File: src/rtl/mano_timing_ctrl_pkg.sv
// Shared constants and types for the basic-computer timing controller.
// Optional feature macro used across this slice: MANO_TIMING_WDOG_EN.
package mano_ctrl_pkg;

    localparam int unsigned SC_W_DEFAULT = 3;

    // Timing-signal indices into t_dec
    localparam int unsigned T0 = 0;
    localparam int unsigned T1 = 1;
    localparam int unsigned T2 = 2;
    localparam int unsigned T3 = 3;
    localparam int unsigned T4 = 4;
    localparam int unsigned T5 = 5;
    localparam int unsigned T6 = 6;
    localparam int unsigned T7 = 7;

    // Last step of the interrupt cycle (RT2)
    localparam int unsigned RT_LAST = 2;

    typedef logic [SC_W_DEFAULT-1:0] sc_t;

endpackage

File: src/rtl/mano_timing_ctrl_if.sv
// Control/status bundle of the timing controller.
// Adds wdog_err when MANO_TIMING_WDOG_EN is defined.
interface mano_timing_ctrl_if #(
    parameter int unsigned SC_W = mano_ctrl_pkg::SC_W_DEFAULT
);
    logic                   start;
    logic                   halt;
    logic                   sc_clr;
    logic                   ion;
    logic                   iof;
    logic                   fgi;
    logic                   fgo;
    logic [(1<<SC_W)-1:0]   t_dec;
    logic [SC_W-1:0]        sc;
    logic                   r;
    logic                   ien;
    logic                   running;
`ifdef MANO_TIMING_WDOG_EN
    logic                   wdog_err;

    modport master (
        output start, halt, sc_clr, ion, iof, fgi, fgo,
        input  t_dec, sc, r, ien, running, wdog_err
    );
    modport slave (
        input  start, halt, sc_clr, ion, iof, fgi, fgo,
        output t_dec, sc, r, ien, running, wdog_err
    );
`else
    modport master (
        output start, halt, sc_clr, ion, iof, fgi, fgo,
        input  t_dec, sc, r, ien, running
    );
    modport slave (
        input  start, halt, sc_clr, ion, iof, fgi, fgo,
        output t_dec, sc, r, ien, running
    );
`endif
endinterface

File: src/rtl/mano_timing_ctrl_t_decoder.sv
// One-hot timing decoder: dec[sel] = en, all other bits zero.
module mano_t_decoder #(
    parameter int unsigned SC_W = 3
) (
    input  logic [SC_W-1:0]       sel,
    input  logic                  en,
    output logic [(1<<SC_W)-1:0]  dec
);

    // Combinational decode of the sequence count, gated by the run flag
    always_comb begin
        dec = '0;
        if (en) begin
            dec[sel] = 1'b1;
        end
    end

endmodule

File: src/rtl/mano_timing_ctrl.sv
// Sequence counter, interrupt-cycle (RT0..RT2) and run/IEN control.
// Optional MANO_TIMING_WDOG_EN: a natural SC wrap sets sticky wdog_err
// and stops the machine.
module mano_timing_ctrl
    import mano_ctrl_pkg::*;
#(
    parameter int unsigned SC_W          = SC_W_DEFAULT,
    parameter bit          START_RUNNING = 1'b0
) (
    input  logic             clk,
    input  logic             rst,
    mano_timing_ctrl_if.slave bus
);

    localparam logic [SC_W-1:0] RT2_SC = SC_W'(RT_LAST);

    logic [SC_W-1:0]       sc_q;
    logic                  r_q;
    logic                  ien_q;
    logic                  s_q;
    logic                  in_int;
    logic                  rt2;
    logic                  clr_ok;
    logic                  r_set;
    logic [(1<<SC_W)-1:0]  t_dec;
`ifdef MANO_TIMING_WDOG_EN
    logic                  wrap;
    logic                  wdog_q;
`endif

    mano_t_decoder #(.SC_W(SC_W)) u_dec (
        .sel (sc_q),
        .en  (s_q),
        .dec (t_dec)
    );

    // Step qualifiers derived from the current count and flags
    always_comb begin
        // r rises mid-instruction; that instruction's sc_clr must still end it
        // and lead into RT0, so sc_clr is only ignored inside RT0..RT2.
        in_int = r_q && (sc_q <= RT2_SC);
        rt2    = r_q && (sc_q == RT2_SC);
        clr_ok = bus.sc_clr && !in_int;
        r_set  = s_q && !r_q && (sc_q > RT2_SC) && ien_q && (bus.fgi || bus.fgo);
`ifdef MANO_TIMING_WDOG_EN
        wrap   = s_q && !rt2 && !clr_ok && (sc_q == '1);
`endif
    end

    // Sequence counter, R, IEN, S (and watchdog) state
    always_ff @(posedge clk or posedge rst) begin
        if (rst) begin
            sc_q   <= '0;
            r_q    <= 1'b0;
            ien_q  <= 1'b0;
            s_q    <= START_RUNNING;
`ifdef MANO_TIMING_WDOG_EN
            wdog_q <= 1'b0;
`endif
        end else begin
            if (s_q) begin
                if (rt2) begin
                    sc_q  <= '0;
                    r_q   <= 1'b0;
                    ien_q <= 1'b0;
                end else begin
                    sc_q <= clr_ok ? '0 : sc_q + 1'b1;
                    if (r_set) begin
                        r_q <= 1'b1;
                    end
                    if (bus.iof) begin
                        ien_q <= 1'b0;
                    end else if (bus.ion) begin
                        ien_q <= 1'b1;
                    end
                end
            end

            if (bus.halt) begin
                s_q <= 1'b0;
`ifdef MANO_TIMING_WDOG_EN
            end else if (wrap) begin
                s_q <= 1'b0;
`endif
            end else if (bus.start) begin
                s_q <= 1'b1;
            end

`ifdef MANO_TIMING_WDOG_EN
            if (wrap) begin
                wdog_q <= 1'b1;
            end
`endif
        end
    end

    assign bus.t_dec   = t_dec;
    assign bus.sc      = sc_q;
    assign bus.r       = r_q;
    assign bus.ien     = ien_q;
    assign bus.running = s_q;
`ifdef MANO_TIMING_WDOG_EN
    assign bus.wdog_err = wdog_q;
`endif

endmodule

File: src/flat_wrapper.sv
// flat-port wrapper written by rule: the top's interface ports become plain ports
module mano_timing_ctrl_flat import mano_ctrl_pkg::*;
#(
    parameter int unsigned SC_W          = SC_W_DEFAULT,
    parameter bit          START_RUNNING = 1'b0
)
  (clk, rst, bus_start, bus_halt, bus_sc_clr, bus_ion, bus_iof, bus_fgi, bus_fgo, bus_t_dec, bus_sc, bus_r, bus_ien, bus_running);
  mano_timing_ctrl_if #(.SC_W(SC_W)) bus_i ();
  input  logic clk;
  input  logic rst;
  input wire logic [$bits(bus_i.start)-1:0] bus_start;
  input wire logic [$bits(bus_i.halt)-1:0] bus_halt;
  input wire logic [$bits(bus_i.sc_clr)-1:0] bus_sc_clr;
  input wire logic [$bits(bus_i.ion)-1:0] bus_ion;
  input wire logic [$bits(bus_i.iof)-1:0] bus_iof;
  input wire logic [$bits(bus_i.fgi)-1:0] bus_fgi;
  input wire logic [$bits(bus_i.fgo)-1:0] bus_fgo;
  output wire logic [$bits(bus_i.t_dec)-1:0] bus_t_dec;
  output wire logic [$bits(bus_i.sc)-1:0] bus_sc;
  output wire logic [$bits(bus_i.r)-1:0] bus_r;
  output wire logic [$bits(bus_i.ien)-1:0] bus_ien;
  output wire logic [$bits(bus_i.running)-1:0] bus_running;
  assign bus_i.start = bus_start;
  assign bus_i.halt = bus_halt;
  assign bus_i.sc_clr = bus_sc_clr;
  assign bus_i.ion = bus_ion;
  assign bus_i.iof = bus_iof;
  assign bus_i.fgi = bus_fgi;
  assign bus_i.fgo = bus_fgo;
  assign bus_t_dec = bus_i.t_dec;
  assign bus_sc = bus_i.sc;
  assign bus_r = bus_i.r;
  assign bus_ien = bus_i.ien;
  assign bus_running = bus_i.running;
  mano_timing_ctrl #(.SC_W(SC_W), .START_RUNNING(START_RUNNING)) u_core (.clk(clk), .rst(rst), .bus(bus_i));
endmodule
File: config.mk
export PLATFORM = sky130hd
export DESIGN_NAME = mano_timing_ctrl_flat
export DESIGN_NICKNAME = d
export VERILOG_FILES = /design/src/rtl/mano_timing_ctrl_pkg.sv /design/src/rtl/mano_timing_ctrl_if.sv /design/src/rtl/mano_timing_ctrl_t_decoder.sv /design/src/rtl/mano_timing_ctrl.sv /design/src/flat_wrapper.sv
export SDC_FILE = /design/constraint.sdc
export NUM_CORES = 1
export LEC_CHECK = 0
export CORE_AREA = 5 5 42 44
export DETAILED_ROUTE_END_ITERATION = 10
export DIE_AREA = 0 0 47 49
export GPL_TIMING_DRIVEN = 0
export PLACE_DENSITY = 0.67
export SYNTH_ARGS = -nofsm -noshare
export SYNTH_HDL_FRONTEND = slang
export SYNTH_SLANG_ARGS = --single-unit
File: constraint.sdc
create_clock -name clk -period 1.45 [get_ports clk]
set_input_delay 0.29 -clock clk [delete_from_list [all_inputs] [get_ports clk]]
set_output_delay 0.29 -clock clk [all_outputs]
set_load 0.005 [all_outputs]
==> results of run 1 <==
==> layout by cell type, fill, tap and decap left out, types with 2 or more instances in the layout <==
master / instances
sky130_fd_sc_hd__buf_6: 5
sky130_fd_sc_hd__a21oi_1: 2
sky130_fd_sc_hd__dfrtp_1: 5
sky130_fd_sc_hd__nor2_1: 8
sky130_fd_sc_hd__nand2b_1: 2
sky130_fd_sc_hd__nand2_1: 5
sky130_fd_sc_hd__clkdlybuf4s50_1: 9
sky130_fd_sc_hd__dlygate4sd2_1: 4
sky130_fd_sc_hd__inv_1: 2
sky130_fd_sc_hd__clkbuf_4: 3
sky130_fd_sc_hd__buf_2: 6
sky130_fd_sc_hd__buf_4: 16
==> kinds of logic after synthesis <==
family                   Yosys count  share of synthesized area, %
adder cells (fa/ha/maj)            1                          3.06
AO/OA/AOI/OAI                     12                          23.2
flip-flops                         6                          36.7
AND/OR/NAND/NOR                   23                          27.5
buffers and inverters              6                          9.48
==> per-layer routing <==
metal,global-route usage (%),vias to the layer above,wire length [um]
met5,0,-,0
met4,5.53,0,14
met3,2.58,2,146
met2,19.0,24,667
met1,15.1,231,499
li1,-,251,-
==> sequential cells by signal, summed over array words and instances, names as in the netlist <==
signal / flops
u_core.bus.r: 1
u_core.bus.ien: 1
u_core.bus.sc: 3
u_core.bus.running: 1
==> power breakdown <==
part / leakage (nW) / internal (W) / switching (W)
Combinational: 0.321 / 0.000253 / 0.000167
Sequential: 0.0769 / 0.000195 / 0.0000214
Clock: 0.0138 / 0.0000935 / 0.0000581
==> stage by stage <==
step	setup TNS [ns]	util, %	hold slack [ns]	cells	total power, W
detailed placement	-1.69	46.3	0.522	86	0.000498
global route	-0.415	57.6	0.279	107	0.000852
global placement	-1.70	46.3	0.515	86	0.000495
floorplan	0	-	0.0810	48	0.000366
finish	-0.0637	57.6	0.267	107	0.000789
CTS	-0.0547	55.0	0.264	102	0.000746
==> path summary, 6_finish.rpt <==
kind | cells after the start | slack, ns | end
setup / recovery | 4 | -0.04 | bus_t_dec[3]
hold / removal | 2 | 0.27 | u_core.bus.running
setup reg to reg | 6 | 0.06 | u_core.bus.sc[2]
hold reg to reg | 2 | 0.55 | u_core.bus.ien
max in group asynchronous | 2 | 0.97 | u_core.bus.sc[0]
min in group clk | 2 | 0.55 | u_core.bus.ien
==> final cells by class <==
cell class                      instances  area, um2
Clock buffer                            3       22.5
Tap cell                               16       20.0
Multi-Input combinational cell         36        243
Inverter                                3       11.3
Buffer                                  3       33.8
Sequential cell                         6        151
Fill cell                             144        594
Timing Repair Buffer                   40        325
==> worst max-delay path, cell delays in order, from the launching register on <==
cell and delay, ns:
sky130_fd_sc_hd__dfrtp_1 0.37, sky130_fd_sc_hd__buf_6 0.13, sky130_fd_sc_hd__or2b_1 0.24, sky130_fd_sc_hd__nor2_1 0.10, sky130_fd_sc_hd__buf_2 0.11
==> what timing repair did <==
item | in CTS | in global routing
resized for setup | 40 | 6
setup buffers | 13 | 5
pin swaps | 0 | 4
endpoints found under the setup margin | 12 | 7
==> PnR_summary.wiki, run 1 <==
{| class="wikitable"
! Metric !! Value
|-
| Final setup slack of the worst path || -0.0366 ns
|-
| Root buffer cell || sky130_fd_sc_hd__clkbuf_4
|-
| Number of clock sinks || 6
|-
| Clock-pin slew reported for the worst setup and hold paths after clock tree synthesis || 0.04 ns
|-
| Number of global-route vias before repair || 447
|-
| Leading post-synthesis cells by cell area || sky130_fd_sc_hd__dfrtp_1 (37%), sky130_fd_sc_hd__nor2_1 (8.3%), sky130_fd_sc_hd__buf_6 (5.5%)
|-
| Worst slew pin tran || 0.248 ns
|-
| Antenna violation net count after detailed routing || 0
|-
| Clock Path Buffers || 2
|-
| Global-route congestion overflow total || 0
|-
| Number of design rule violations left after detail routing || 0
|-
| Number of standard cells after synthesis || 48
|-
| DP Wirelength || 818 um
|-
| Worst setup path category || flop to output pin
|-
| Min-delay worst type || input port to asynchronous set/reset pin
|-
| Source of the critical timing path || u_core.bus.sc[1]
|-
| Router iterations before antenna repair || 4
|-
| Number of nets in the layout || 103
|-
| Die outline width || 47 um
|-
| Setup repair after global routing missed its margin || true
|-
| Data arrival at the endpoint of the critical path || 1.20 ns
|-
| Floorplan Core Area || 1400 um2
|-
| Maximum achievable frequency || 673 MHz
|-
| Number of diodes added for antenna fixing || 0
|-
| FF+latch count, synth || 6
|-
| Count of port buffers added during placement || 22
|-
| Post-Synthesis Mean Instance Area || 8.52 um2
|-
| Final cell area excluding filler cells || 807 um2
|-
| First-iteration detailed-routing DRC count || 7
|-
| Wire length of the first global-routing pass || 2060 um
|-
| Final Cycle Share || 103%
|-
| CP endpoint kind || output pin
|-
| Pins Over Slew Limit || 0
|-
| Initial Utilization || 29.2%
|-
| Largest area contributor in the netlist || sky130_fd_sc_hd__dfrtp_1
|-
| Total power density per cell area || 977 nW/um2
|-
| Synth top area share || 36.7%
|-
| Worst setup SP type || flop
|-
| Share of flip-flops with an asynchronous set or reset after synthesis || 100%
|-
| Max Clock Skew || 0.000282 ns
|-
| Sequential area share after synthesis || 36.7%
|-
| Violated checks || setup timing
|-
| Most used standard cells in the synthesized netlist || sky130_fd_sc_hd__nor2_1 (9), sky130_fd_sc_hd__dfrtp_1 (6), sky130_fd_sc_hd__nand2_1 (6)
|-
| Yosys cell types || 23
|-
| Syn Nets || 58
|-
| Most instantiated library cell after synthesis || sky130_fd_sc_hd__nor2_1
|-
| Total number of placement rows || 14
|-
| TritonCTS buffer count || 3
|-
| Combined area of all synthesized cells || 409 um2
|-
| Largest net degree at the start of global routing || 10
|-
| Vertical extent of the die || 49 um
|-
| Max-Slew Margin vs Limit || 83.5%
|-
| Clock insertion delay at the later pin of the skew report || 0.24 ns
|-
| Initial antenna violation count || 0
|-
| Worst slack, placed || -0.253 ns
|-
| Weighted congestion reported at the end of routability-driven placement || 0.737
|-
| Via density || 4.75
|-
| Number of max-cap violations || 0
|-
| Placed cell area || 649 um2
|-
| Growth of design area from synthesis to finish || 97.2%
|-
| Overall routing resource usage || 12.1%
|-
| Worst path required time || 1.16 ns
|-
| Final min period || 1.49 ns
|-
| EDFF count, synth || 0
|-
| Worst r2r src || u_core.bus.sc[1]
|-
| Maximum fanout along the worst path || 7
|-
| Boundary Pins || 23
|-
| Leak Pwr || 0.412 nW
|-
| Clock tree from TritonCTS || done
|-
| H-tree depth || 1
|-
| Worst ir drop on vdd || 0.529 mV
|-
| Number of buffers inserted for hold repair after clock tree synthesis || 0
|-
| Die area || 2300 um2
|-
| Final Hold Viols || 0
|-
| Detailed Route WL || 1330 um
|-
| Run status || finished, violations left
|-
| Routed length per instance || 12.4 um
|-
| YS warnings || 0
|-
| Share of post-route cells with drive strength above 1 || 45.1%
|-
| Top_reg_cell synth || sky130_fd_sc_hd__dfrtp_1
|-
| Setup-violating endpoint count in the final report || 4
|-
| Vias || 508
|}
Power figures use the tool's default switching activity.
==> run 2: changes to the inputs <==
Settings changed: CAP_MARGIN set to 20, CTS_CLUSTER_DIAMETER set to 80.
==> results of run 2 <==
No change in the layout: final DEF, timing and power equal those of run 1.
==> run 3: changes to the inputs <==
Settings changed: CELL_PAD_IN_SITES_DETAIL_PLACEMENT set to 1, CELL_PAD_IN_SITES_GLOBAL_PLACEMENT set to 1, CORE_AREA 5 5 42 44 to not set, CORE_MARGIN set to 5, CORE_UTILIZATION set to 25, DIE_AREA 0 0 47 49 to not set, PLACE_DENSITY 0.67 to not set, PLACE_DENSITY_LB_ADDON set to 0.1, SKIP_LAST_GASP set to 1.
==> PnR_summary.wiki, run 3 (same netlist as run 1, synthesis figures left out) <==
{| class="wikitable"
! Metric !! Value
|-
| Root buffer cell || sky130_fd_sc_hd__clkbuf_4
|-
| TritonCTS buffer count || 3
|-
| Final Hold Viols || 0
|-
| Initial Utilization || 26.8%
|-
| Setup-violating endpoint count in the final report || 3
|-
| Layout filler cell count || 180
|-
| Initial antenna violation count || 0
|-
| Antenna violation net count after detailed routing || 0
|-
| Max Clock Skew || 0.00499 ns
|-
| Leak Pwr || 0.399 nW
|-
| Worst slack, placed || -0.280 ns
|-
| Most frequent cells in the layout || sky130_fd_sc_hd__nor2_1 (9), sky130_fd_sc_hd__clkdlybuf4s50_1 (9), sky130_fd_sc_hd__buf_4 (8)
|-
| Clock Path Buffers || 2
|-
| Fraction of power spent switching nets || 31.5%
|-
| Final setup slack of the worst path || -0.0282 ns
|-
| Maximum achievable frequency || 677 MHz
|-
| Number of clock sinks || 6
|-
| Floorplan Core Area || 1520 um2
|-
| Clock tree from TritonCTS || done
|-
| Worst setup path category || flop to output pin
|-
| Clock insertion delay at the later pin of the skew report || 0.24 ns
|-
| Wire length of the first global-routing pass || 2090 um
|-
| Worst setup SP type || flop
|-
| Final Cycle Share || 102%
|-
| Via density || 4.79
|-
| Maximum fanout along the worst path || 4
|-
| Depth of the most critical reg-to-reg path || 5
|-
| Setup repair after global routing missed its margin || true
|-
| Sequential power share || 30.0%
|-
| Peak per-stage delay on the critical path || 0.39 ns
|-
| Worst ir drop on vdd || 0.531 mV
|-
| Fin Setup TNS || -0.0638 ns
|-
| Number of max-cap violations || 0
|-
| DP Wirelength || 884 um
|-
| Max-Slew Margin vs Limit || 85.1%
|-
| Final min period || 1.48 ns
|-
| Net switching power figure || 0.000225 W
|-
| Largest net degree at the start of global routing || 10
|-
| Detailed Route WL || 1270 um
|-
| Pins Over Slew Limit || 0
|-
| Number of design rule violations left after detail routing || 0
|-
| Vias || 474
|-
| Cell internal pwr || 0.000491 W
|-
| Count of port buffers added during placement || 22
|-
| Worst slew pin tran || 0.224 ns
|-
| Violated checks || setup timing
|-
| Total number of placement rows || 14
|-
| Routed length per instance || 12.9 um
|-
| Share of post-route cells with drive strength above 1 || 41.0%
|-
| Router iterations before antenna repair || 1
|-
| Data arrival at the endpoint of the critical path || 1.19 ns
|-
| CP endpoint kind || output pin
|-
| Overall routing resource usage || 10.5%
|-
| Boundary Pins || 23
|-
| Clk pwr share || 20.5%
|-
| Number of buffers inserted for hold repair after clock tree synthesis || 0
|-
| Combinational Power Share || 49.5%
|-
| Die outline width || 50.5 um
|-
| H-tree depth || 1
|-
| Global-route congestion overflow total || 0
|-
| Worst path required time || 1.16 ns
|-
| Number of global-route vias before repair || 483
|-
| Growth of design area from synthesis to finish || 84.1%
|-
| Weighted congestion reported at the end of routability-driven placement || 0.609
|-
| Number of nets in the layout || 95
|-
| Slowest cell on the critical path || sky130_fd_sc_hd__dfrtp_1
|-
| Ordered cell list for the critical path || buf_6, or2b_1, nor2_1, buf_2
|-
| Vertical extent of the die || 50.5 um
|-
| Min-delay worst type || input port to asynchronous set/reset pin
|-
| First-iteration detailed-routing DRC count || 0
|-
| Fraction of the core area covered by cells at the end of the flow || 49.4%
|-
| Die area || 2550 um2
|-
| Clock-pin slew reported for the worst setup and hold paths after clock tree synthesis || 0.04 ns
|-
| Total power density per cell area || 952 nW/um2
|-
| Number of flip-flops in the largest register || 3
|-
| Run status || finished, violations left
|-
| Number of diodes added for antenna fixing || 0
|}
## run 3: metrics by stage
step                power [W]  instances  cell area (um2)  hold WS [ns]
finish               0.000717         99              753         0.260
CTS                  0.000723         98              734         0.261
global route         0.000774         99              753         0.272
detailed placement   0.000500         86              649         0.515
global placement     0.000502         86              649         0.519
floorplan            0.000366         48              409        0.0810
## run 3: cell type report
| class | instances | area, um2 | area share [%] |
|---|---|---|---|
| Timing Repair Buffer | 32 | 272 | 36.0 |
| Multi-Input combinational cell | 36 | 243 | 32.2 |
| Sequential cell | 6 | 151 | 20.1 |
| Buffer | 3 | 33.8 | 4.49 |
| Clock buffer | 3 | 22.5 | 2.99 |
| Tap cell | 16 | 20.0 | 2.66 |
| Inverter | 3 | 11.3 | 1.50 |
## run 3: layer usage
| metal | vias up | routed length [um] | GRT usage [%] |
|---|---|---|---|
| met5 | - | 0 | 0 |
| met4 | 0 | 9 | 2.55 |
| met1 | 215 | 513 | 11.2 |
| li1 | 238 | - | - |
| met2 | 19 | 630 | 18.8 |
| met3 | 2 | 121 | 4.44 |
## run 3: power groups by stage
stage,combinational [W],sequential (W),clock [W]
floorplan,0.000142,0.000225,0
global placement,0.000274,0.000229,0
detailed placement,0.000272,0.000228,0
CTS,0.000352,0.000215,0.000156
global route,0.000392,0.000218,0.000164
finish,0.000355,0.000215,0.000147
## run 3: what timing repair did
item / 4_1_cts / 5_1_grt
pin swaps: 1 / 1
gates resized for setup: 40 / 6
buffers inserted: 9 / 1
endpoints found under the setup margin: 11 / 10
## run 3: worst paths after layout
check	from	end	slack, ns
max	u_core.bus.sc[2]	bus_t_dec[2]	-0.03
min	rst	u_core.bus.r	0.26
max reg2reg	u_core.bus.sc[2]	u_core.bus.sc[0]	0.06
min reg2reg	u_core.bus.ien	u_core.bus.ien	0.51
max in group asynchronous	rst	u_core.bus.sc[0]	0.99
min in group clk	u_core.bus.ien	u_core.bus.ien	0.51
## run 3: critical path: cells and delay by family (launching register included)
kind / cells / cell delay (ns)
buffers and inverters: 2 / 0.25
DFF: 1 / 0.39
and+or+nand+nor: 2 / 0.32
